[src/rtl/instr_fetch_queue.sv]
// Sequential instruction fetch front end: credit-limited request issue, in-order
// response capture into a small FIFO, and redirect flush with stale-response drop.
module instr_fetch_queue #(
    parameter int unsigned DEPTH    = 4,
    parameter logic [31:0] RESET_PC = 32'h0000_0000
) (
    input  logic        clk,
    input  logic        reset,
    input  logic        redirect_valid,
    input  logic [31:0] redirect_pc,
    output logic        imem_req_valid,
    input  logic        imem_req_ready,
    output logic [31:0] imem_req_addr,
    input  logic        imem_resp_valid,
    input  logic [31:0] imem_resp_data,
    output logic        dec_valid,
    input  logic        dec_ready,
    output logic [31:0] dec_instr,
    output logic [31:0] dec_pc
);
    localparam int unsigned AW = $clog2(DEPTH);
    localparam int unsigned CW = AW + 1;
    localparam logic [CW:0]   DEPTH_W = (CW + 1)'(DEPTH);
    localparam logic [CW-1:0] ONE     = CW'(1);

    logic [31:0]   fetch_pc_q, fetch_pc_d;
    logic [31:0]   resp_pc_q, resp_pc_d;
    logic [AW-1:0] rd_ptr_q, rd_ptr_d;
    logic [AW-1:0] wr_ptr_q, wr_ptr_d;
    logic [CW-1:0] count_q, count_d;
    logic [CW-1:0] inflight_q, inflight_d;
    logic [CW-1:0] drop_q, drop_d;
    logic [63:0]   mem_q [DEPTH];

    logic          req_fire;
    logic          resp_fire;
    logic          push;
    logic          pop;
    logic [CW:0]   credit_used;

    // Every buffered entry and every outstanding request holds one FIFO slot.
    assign credit_used    = {1'b0, count_q} + {1'b0, inflight_q};
    assign imem_req_valid = !reset && !redirect_valid && (credit_used < DEPTH_W);
    assign imem_req_addr  = fetch_pc_q;
    assign req_fire       = imem_req_valid && imem_req_ready;

    // A response with nothing outstanding is a protocol error and is ignored.
    assign resp_fire = imem_resp_valid && (inflight_q != '0);
    assign push      = resp_fire && (drop_q == '0) && !reset && !redirect_valid;

    assign dec_valid = !reset && !redirect_valid && (count_q != '0);
    assign pop       = dec_valid && dec_ready;
    assign dec_pc    = mem_q[rd_ptr_q][63:32];
    assign dec_instr = mem_q[rd_ptr_q][31:0];

    always_comb begin
        fetch_pc_d = fetch_pc_q;
        resp_pc_d  = resp_pc_q;
        rd_ptr_d   = rd_ptr_q;
        wr_ptr_d   = wr_ptr_q;
        count_d    = count_q;
        inflight_d = inflight_q;
        drop_d     = drop_q;
        if (redirect_valid) begin
            // Everything still outstanding now belongs to the old path.
            fetch_pc_d = redirect_pc & ~32'd3;
            resp_pc_d  = redirect_pc & ~32'd3;
            rd_ptr_d   = '0;
            wr_ptr_d   = '0;
            count_d    = '0;
            inflight_d = inflight_q - CW'(resp_fire);
            drop_d     = inflight_q - CW'(resp_fire);
        end else begin
            if (req_fire) begin
                fetch_pc_d = fetch_pc_q + 32'd4;
            end
            inflight_d = inflight_q + CW'(req_fire) - CW'(resp_fire);
            if (resp_fire && (drop_q != '0)) begin
                drop_d = drop_q - ONE;
            end
            if (push) begin
                wr_ptr_d  = wr_ptr_q + 1'b1;
                resp_pc_d = resp_pc_q + 32'd4;
            end
            if (pop) begin
                rd_ptr_d = rd_ptr_q + 1'b1;
            end
            count_d = count_q + CW'(push) - CW'(pop);
        end
    end

    always_ff @(posedge clk) begin
        if (reset) begin
            fetch_pc_q <= RESET_PC;
            resp_pc_q  <= RESET_PC;
            rd_ptr_q   <= '0;
            wr_ptr_q   <= '0;
            count_q    <= '0;
            inflight_q <= '0;
            drop_q     <= '0;
        end else begin
            fetch_pc_q <= fetch_pc_d;
            resp_pc_q  <= resp_pc_d;
            rd_ptr_q   <= rd_ptr_d;
            wr_ptr_q   <= wr_ptr_d;
            count_q    <= count_d;
            inflight_q <= inflight_d;
            drop_q     <= drop_d;
        end
    end

    always_ff @(posedge clk) begin
        if (push) begin
            mem_q[wr_ptr_q] <= {resp_pc_q, imem_resp_data};
        end
    end

endmodule

[config.mk]
export PLATFORM = sky130hd
export DESIGN_NAME = instr_fetch_queue
export DESIGN_NICKNAME = d
export VERILOG_FILES = /design/src/rtl/instr_fetch_queue.sv
export SDC_FILE = /design/constraint.sdc
export NUM_CORES = 1
export LEC_CHECK = 0
export BUFFER_PORTS_ARGS = -buffer_cell sky130_fd_sc_hd__buf_4
export CORE_UTILIZATION = 42
export DETAILED_ROUTE_END_ITERATION = 8
export HOLD_SLACK_MARGIN = 0.05
export PLACE_DENSITY_LB_ADDON = 0.05
export SLEW_MARGIN = 25
export SYNTH_ARGS = -nofsm -noshare
export SYNTH_HDL_FRONTEND = slang
export SYNTH_SLANG_ARGS = --single-unit
[constraint.sdc]
create_clock -name clk -period 3.8 [get_ports clk]
set_input_delay 0.76 -clock clk [delete_from_list [all_inputs] [get_ports clk]]
set_output_delay 0.76 -clock clk [all_outputs]
set_load 0.01 [all_outputs]
==> results of run 1 <==
[worst max-delay path: stages, from the launching register on]
cell	delay, ns
dfxtp_4	0.60
buf_4	0.41
mux4_2	0.56
buf_4	0.16
[sequential cells by signal (all words and copies together) (netlist names), named ones only]
signal         cells
count_q            3
drop_q             3
imem_req_addr     30
inflight_q         3
mem_q            248
rd_ptr_q           2
resp_pc_q         30
wr_ptr_q           2
[kinds of logic (layout without fill, tap and decap cells)]
logic type | count (synthesis) | in the layout | synth area share
flip-flops | 323 | 323 | 0.674
AO/OA/AOI/OAI | 105 | 105 | 0.0546
adder cells (fa/ha/maj) | 18 | 18 | 0.0181
multiplexers | 73 | 73 | 0.114
XOR/XNOR | 35 | 35 | 0.0231
other | 1 | 4 | 0.000282
buffers and inverters | 70 | 267 | 0.0263
AND/OR/NAND/NOR | 224 | 224 | 0.0901
[cell type report]
type | count | area [sq um] | share of cell area
clock buffers | 45 | 945 | 0.0589
clock inverters | 16 | 111 | 0.00694
inverters | 24 | 90.1 | 0.00562
multi-input cells | 459 | 4000 | 0.250
flip-flops and latches | 323 | 8950 | 0.558
well taps | 396 | 495 | 0.0309
repair buffers | 182 | 1440 | 0.0899
[report_power, final]
group          switching, uW  leakage, uW  internal [uW]  total (uW)
Sequential               116      0.00287           3910        4030
Combinational            325      0.00218            293         618
Clock                   1310     0.000520           1820        3140
Total                   1750      0.00557           6030        7780
[layer usage]
layer	track usage	routed length, um	vias to the layer above
met1	0.262	13500	3826
met5	0	0	-
met3	0.0290	1520	32
li1	-	-	3668
met2	0.276	12800	199
met4	0.0452	442	0
[per-stage QoR]
stage                     hold slack, ns  instances  cell area (sq um)
final                              0.453       1445              16000
after CTS                          0.431       1445              16000
after global placement             0.501       1384              15000
after global routing               0.431       1445              16000
after detailed placement           0.499       1384              15000
after floorplan                    0.469        852              13300
[synthesized netlist by cell type, types with 3 or more instances]
cell type and count:
nand4_1 20, xor2_1 19, a211oi_1 15, dfxtp_1 75
and4_1 7, o211ai_1 3, buf_2 11, and3_1 19
nor3_1 13, buf_4 4, and2_1 8, clkbuf_1 22
edfxtp_1 248, nor4_1 4, ha_1 16, a211o_1 3
xnor2_1 16, clkbuf_8 3, a21boi_0 10, mux4_2 62
mux2_2 5, a2111oi_1 4, a32oi_1 3, nor2_1 49
a21oi_1 27, inv_1 22, buf_6 3, nor4_4 3
nand3_1 31, mux2i_1 6, o21a_1 7, a31oi_1 10
nand2_1 50, nor3b_1 5, o21ai_0 12
[layout by cell type, fill, tap and decap left out, types with 4 or more instances in the layout]
master / count
buf_4: 176
o21ai_0: 12
buf_12: 6
a211oi_1: 15
nor2_1: 49
mux4_2: 62
dfxtp_1: 73
clkinv_2: 6
and4_1: 7
nor3b_1: 5
clkbuf_16: 36
ha_1: 16
xor2_1: 19
o21a_1: 7
xnor2_1: 16
and3_1: 15
nor4_1: 4
and2_1: 8
nor3_1: 13
and3_2: 6
inv_1: 22
mux2i_1: 6
conb_1: 4
nand4_1: 20
mux2_2: 5
nand3_1: 31
a21boi_0: 10
a2111oi_1: 4
clkinv_1: 8
a21oi_1: 27
a31oi_1: 10
edfxtp_1: 248
nand2_1: 50
clkbuf_1: 8
[final timing paths]
| kind | to |
|---|---|
| worst max-delay path | dec_instr[5] |
| worst min-delay path | mem_q[0][20] |
| worst max register to register | count_q[2] |
| worst min register to register | wr_ptr_q[1] |
==> impl_metrics.py, run 1 <==
metrics = {
    "run_status": {
        "status": "complete, but fails checks",
        "violations": "DRC",
    },
    "floorplanning": {
        "start_util": 0.431,
        "die_w_um": 180,
        "ios": 168,
        "rows": 64,
        "core_region_area_sq_um": 30800,
        "die_h_um": 180,
        "dieArea_sq_um": 32300,
    },
    "yosys": {
        "synth_top_area_share": 0.561,
        "ys.flop_type": "edfxtp_1",
        "ys_async_sr_fraction": 0,
        "synth.top_cells.by_area": "edfxtp_1 (56%), dfxtp_1 (11%), mux4_2 (11%), ha_1 (1.5%), nand2_1 (1.4%)",
        "syn_area_sq_um": 13300,
        "yosysSeqAreaShare": 0.674,
        "synth.avg_cell_area_sq_um": 15.6,
        "synth_cells": 849,
        "synth_top_area_cell": "edfxtp_1",
        "synth.distinct_cells": 61,
        "ys_ff_latch": 323,
        "synth_edf_count": 248,
        "synth-warning-count": 0,
    },
    "cells_and_area": {
        "fin_util": 0.520,
        "fill_cells": 2607,
        "diodes": 0,
        "area_growth_pct": 20.7,
        "drive_above_1_share": 0.298,
        "fin_nets": 1113,
    },
    "hold_path": {
        "hold_depth": 1,
        "min_from": "imem_resp_data[20]",
        "hold_path_class": "in2reg",
    },
    "detailed_routing": {
        "wl_per_cell_um": 19.6,
        "remaining_drc_errors": 14,
        "drt-initial-drc-count": 395,
        "vias_per_cell": 5.35,
        "final_antenna_net_count": 0,
        "drt_first_pass_iters": 7,
        "drt_wl_total_um": 28300,
        "dr_total_vias": 7725,
    },
    "setup_path": {
        "reg2regPathDepth": 13,
        "crit_required_ns": 3.04,
        "crit_type": "reg2out",
        "reg2reg_slack_ns": 0.95,
        "worst_setup_path_start_kind": "register",
        "reg2reg_from": "drop_q[0]",
        "worst_ep_arrival_time_ns": 2.26,
        "cp_max_fo": 19,
        "crit_path_end_kind": "output pin",
    },
    "clocking": {
        "postCtsSetupRepairBufs": 0,
        "clk_latency_ns": 0.50,
        "numCtsBuffers": 35,
        "cts_resized": 0,
        "cts_hold_buf": 0,
        "cts_buffer_depth": 3,
        "htreeDepth": 2,
        "cts_tree": "yes",
        "cts.clk_slew.worst_paths_ns": 0.06,
        "clk_root_buffer_cell": "clkbuf_16",
        "cts.sinks": 323,
    },
    "place": {
        "numPortBuffers": 161,
        "place.gp.congestion": 0.797,
        "post-place-ws_ns": 0.593,
        "dp_hpwl_um": 17800,
    },
    "timing": {
        "fin_ws_ns": 0.778,
        "finalCritPeriodShare": 0.795,
        "rsz0062_at_grt": "false",
        "fmax_ghz": 0.331,
        "setup_tns_ns": 0,
        "final.min_clock_period_ns": 3.02,
        "slew_headroom": 0.490,
        "slew_viol_final": 0,
        "hold_violations": 0,
        "setup_viol": 0,
        "skew_ns": 0.00971,
        "tightest_slew_ns": 0.759,
    },
    "pwr": {
        "power_density_nw_per_um2": 485,
        "ir_drop_uv": 264,
        "p_total_uw": 7780,
        "p_leak_uw": 0.00557,
    },
    "job": {
        "cap_viol_max_count": 0,
    },
    "grt": {
        "antenna_found_initial": 0,
        "grt_pass1_vias": 7962,
        "grt_start_max_net_pins": 64,
        "grt_pass1_wl_um": 45200,
        "grt_remaining_overflow": 0,
        "grt_usage": 0.178,
    },
}
Power figures use the tool's default switching activity.
==> run 2, diff against run 1 <==
==> constraint.sdc (replaced) <==
create_clock -name clk -period 2.65 [get_ports clk]
set_input_delay 0.53 -clock clk [delete_from_list [all_inputs] [get_ports clk]]
set_output_delay 0.53 -clock clk [all_outputs]
set_load 0.01 [all_outputs]
==> impl_metrics.py, run 2 (synthesis results as in run 1) <==
metrics = {
    "hold_path": {
        "hold_path_class": "in2reg",
    },
    "timing": {
        "fmax_ghz": 0.384,
        "rsz0062_at_grt": "true",
        "final.min_clock_period_ns": 2.61,
        "skew_ns": 0.0191,
        "slew_headroom": 0.592,
        "setup_viol": 0,
        "slew_viol_final": 0,
        "hold_violations": 0,
        "finalCritPeriodShare": 0.984,
        "tightest_slew_ns": 0.608,
    },
    "cells_and_area": {
        "fin_nets": 1152,
        "final_cell_mix": "edfxtp_1 (248), buf_4 (205), dfxtp_1 (71)",
        "largest-register": "mem_q",
        "final_common_cell": "edfxtp_1",
        "final_area_sq_um": 16600,
        "largest_register_ffs": 248,
        "area_growth_pct": 24.9,
        "fill_cells": 2560,
        "fin_util": 0.538,
        "diodes": 0,
        "fin_cells": 1486,
        "drive_above_1_share": 0.338,
    },
    "clocking": {
        "cts_tree": "yes",
        "numCtsBuffers": 36,
        "cts.clk_slew.worst_paths_ns": 0.06,
        "cts_buffer_depth": 3,
        "cts_hold_buf": 0,
        "clk_root_buffer_cell": "clkbuf_16",
        "cts.sinks": 323,
        "clk_latency_ns": 0.51,
        "htreeDepth": 2,
    },
    "floorplanning": {
        "rows": 64,
        "dieArea_sq_um": 32300,
        "ios": 168,
        "start_util": 0.431,
        "core_region_area_sq_um": 30800,
        "die_w_um": 180,
        "die_h_um": 180,
    },
    "pwr": {
        "power_density_nw_per_um2": 700,
        "p_leak_uw": 0.00584,
        "ir_drop_uv": 405,
    },
    "setup_path": {
        "worst_setup_path_start_kind": "register",
        "cp_max_fo": 2,
        "crit_type": "reg2reg",
        "crit_path_end_kind": "register",
        "worst_ep_arrival_time_ns": 2.99,
        "crit_required_ns": 3.04,
    },
    "grt": {
        "grt_usage": 0.192,
        "grt_pass1_vias": 8042,
        "grt_start_max_net_pins": 53,
        "grt_remaining_overflow": 0,
        "antenna_found_initial": 0,
        "grt_pass1_wl_um": 47600,
    },
    "detailed_routing": {
        "drt-initial-drc-count": 424,
        "wl_per_cell_um": 20.7,
        "drt_wl_total_um": 30700,
        "final_antenna_net_count": 0,
        "vias_per_cell": 5.35,
        "remaining_drc_errors": 13,
        "drt_first_pass_iters": 7,
        "dr_total_vias": 7954,
    },
    "place": {
        "place.gp.congestion": 0.788,
        "dp_hpwl_um": 20200,
        "dp_cells": 1418,
        "place_area_sq_um": 15400,
        "numPortBuffers": 161,
    },
    "run_status": {
        "status": "complete, but fails checks",
        "violations": "DRC",
    },
    "job": {
        "cap_viol_max_count": 0,
    },
}
[run 2: changes by cell type in the layout (fill, tap and decap cells not counted), sizes merged]
cell | previous run | this run
bufinv | 1 | 4
buf | 182 | 220
clkinv | 15 | 16
inv | 24 | 23
[run 2: cell type report]
class | instances | area [sq um] | area share
clock buffers | 45 | 956 | 0.0576
clock inverters | 19 | 193 | 0.0116
inverters | 24 | 90.1 | 0.00543
multi-input cells | 459 | 4060 | 0.245
flip-flops and latches | 323 | 8960 | 0.540
well taps | 396 | 495 | 0.0299
repair buffers | 220 | 1840 | 0.111
[run 2: what timing repair did]
| action | CTS | global route |
|---|---|---|
| buffers inserted | 3 | 1 |
| pin swaps | 1 | 6 |
| resized for setup | 2 | 7 |
| endpoints found under the setup margin | 29 | 2 |
| endpoints found under the hold margin | 0 | 0 |
[run 2: through the flow]
step	hold slack, ns	worst slack (ns)	power, uW	TNS [ns]
6_report	0.223	0.0432	11600	0
5_1_grt	0.199	-0.0968	12100	-0.0968
4_1_cts	0.198	0.00666	11800	0
3_5_place_dp	0.495	-0.0827	6860	-0.0827
3_3_place_gp	0.487	-0.0626	6850	-0.0626
2_1_floorplan	0.469	-0.0568	6390	-0.0568
[run 2: final timing paths]
check	start	endpoint	slack, ns	cells past startpoint
worst min register to register	wr_ptr_q[1]	wr_ptr_q[1]	0.52	2
worst max register to register	drop_q[0]	count_q[2]	0.04	13
worst min-delay path	imem_resp_data[8]	mem_q[0][8]	0.22	1
worst max-delay path	drop_q[0]	count_q[2]	0.04	13
[run 2: critical path, stage by stage (launching register included)]
cell and delay [ns]:
dfxtp_1 0.32, inv_2 0.08, ha_4 0.13, or3b_4 0.37
or2_1 0.22, nor2_1 0.10, inv_1 0.05, ha_1 0.26
inv_1 0.04, ha_2 0.17, fa_2 0.40, xnor2_2 0.14
xnor2_1 0.16, nor2_1 0.05
[run 2: routing by layer]
| layer | vias to the layer above | track usage | wire length (um) |
|---|---|---|---|
| met5 | - | 0 | 0 |
| met4 | 0 | 0.0534 | 537 |
| met3 | 33 | 0.0440 | 1890 |
| met2 | 204 | 0.327 | 15400 |
| met1 | 3972 | 0.245 | 12900 |
| li1 | 3745 | - | - |
[run 2: power breakdown]
group,total [uW],switching [uW],internal (uW),leakage [uW]
Combinational,998,512,486,0.00240
Sequential,5760,148,5620,0.00287
Clock,4860,1920,2950,0.000569
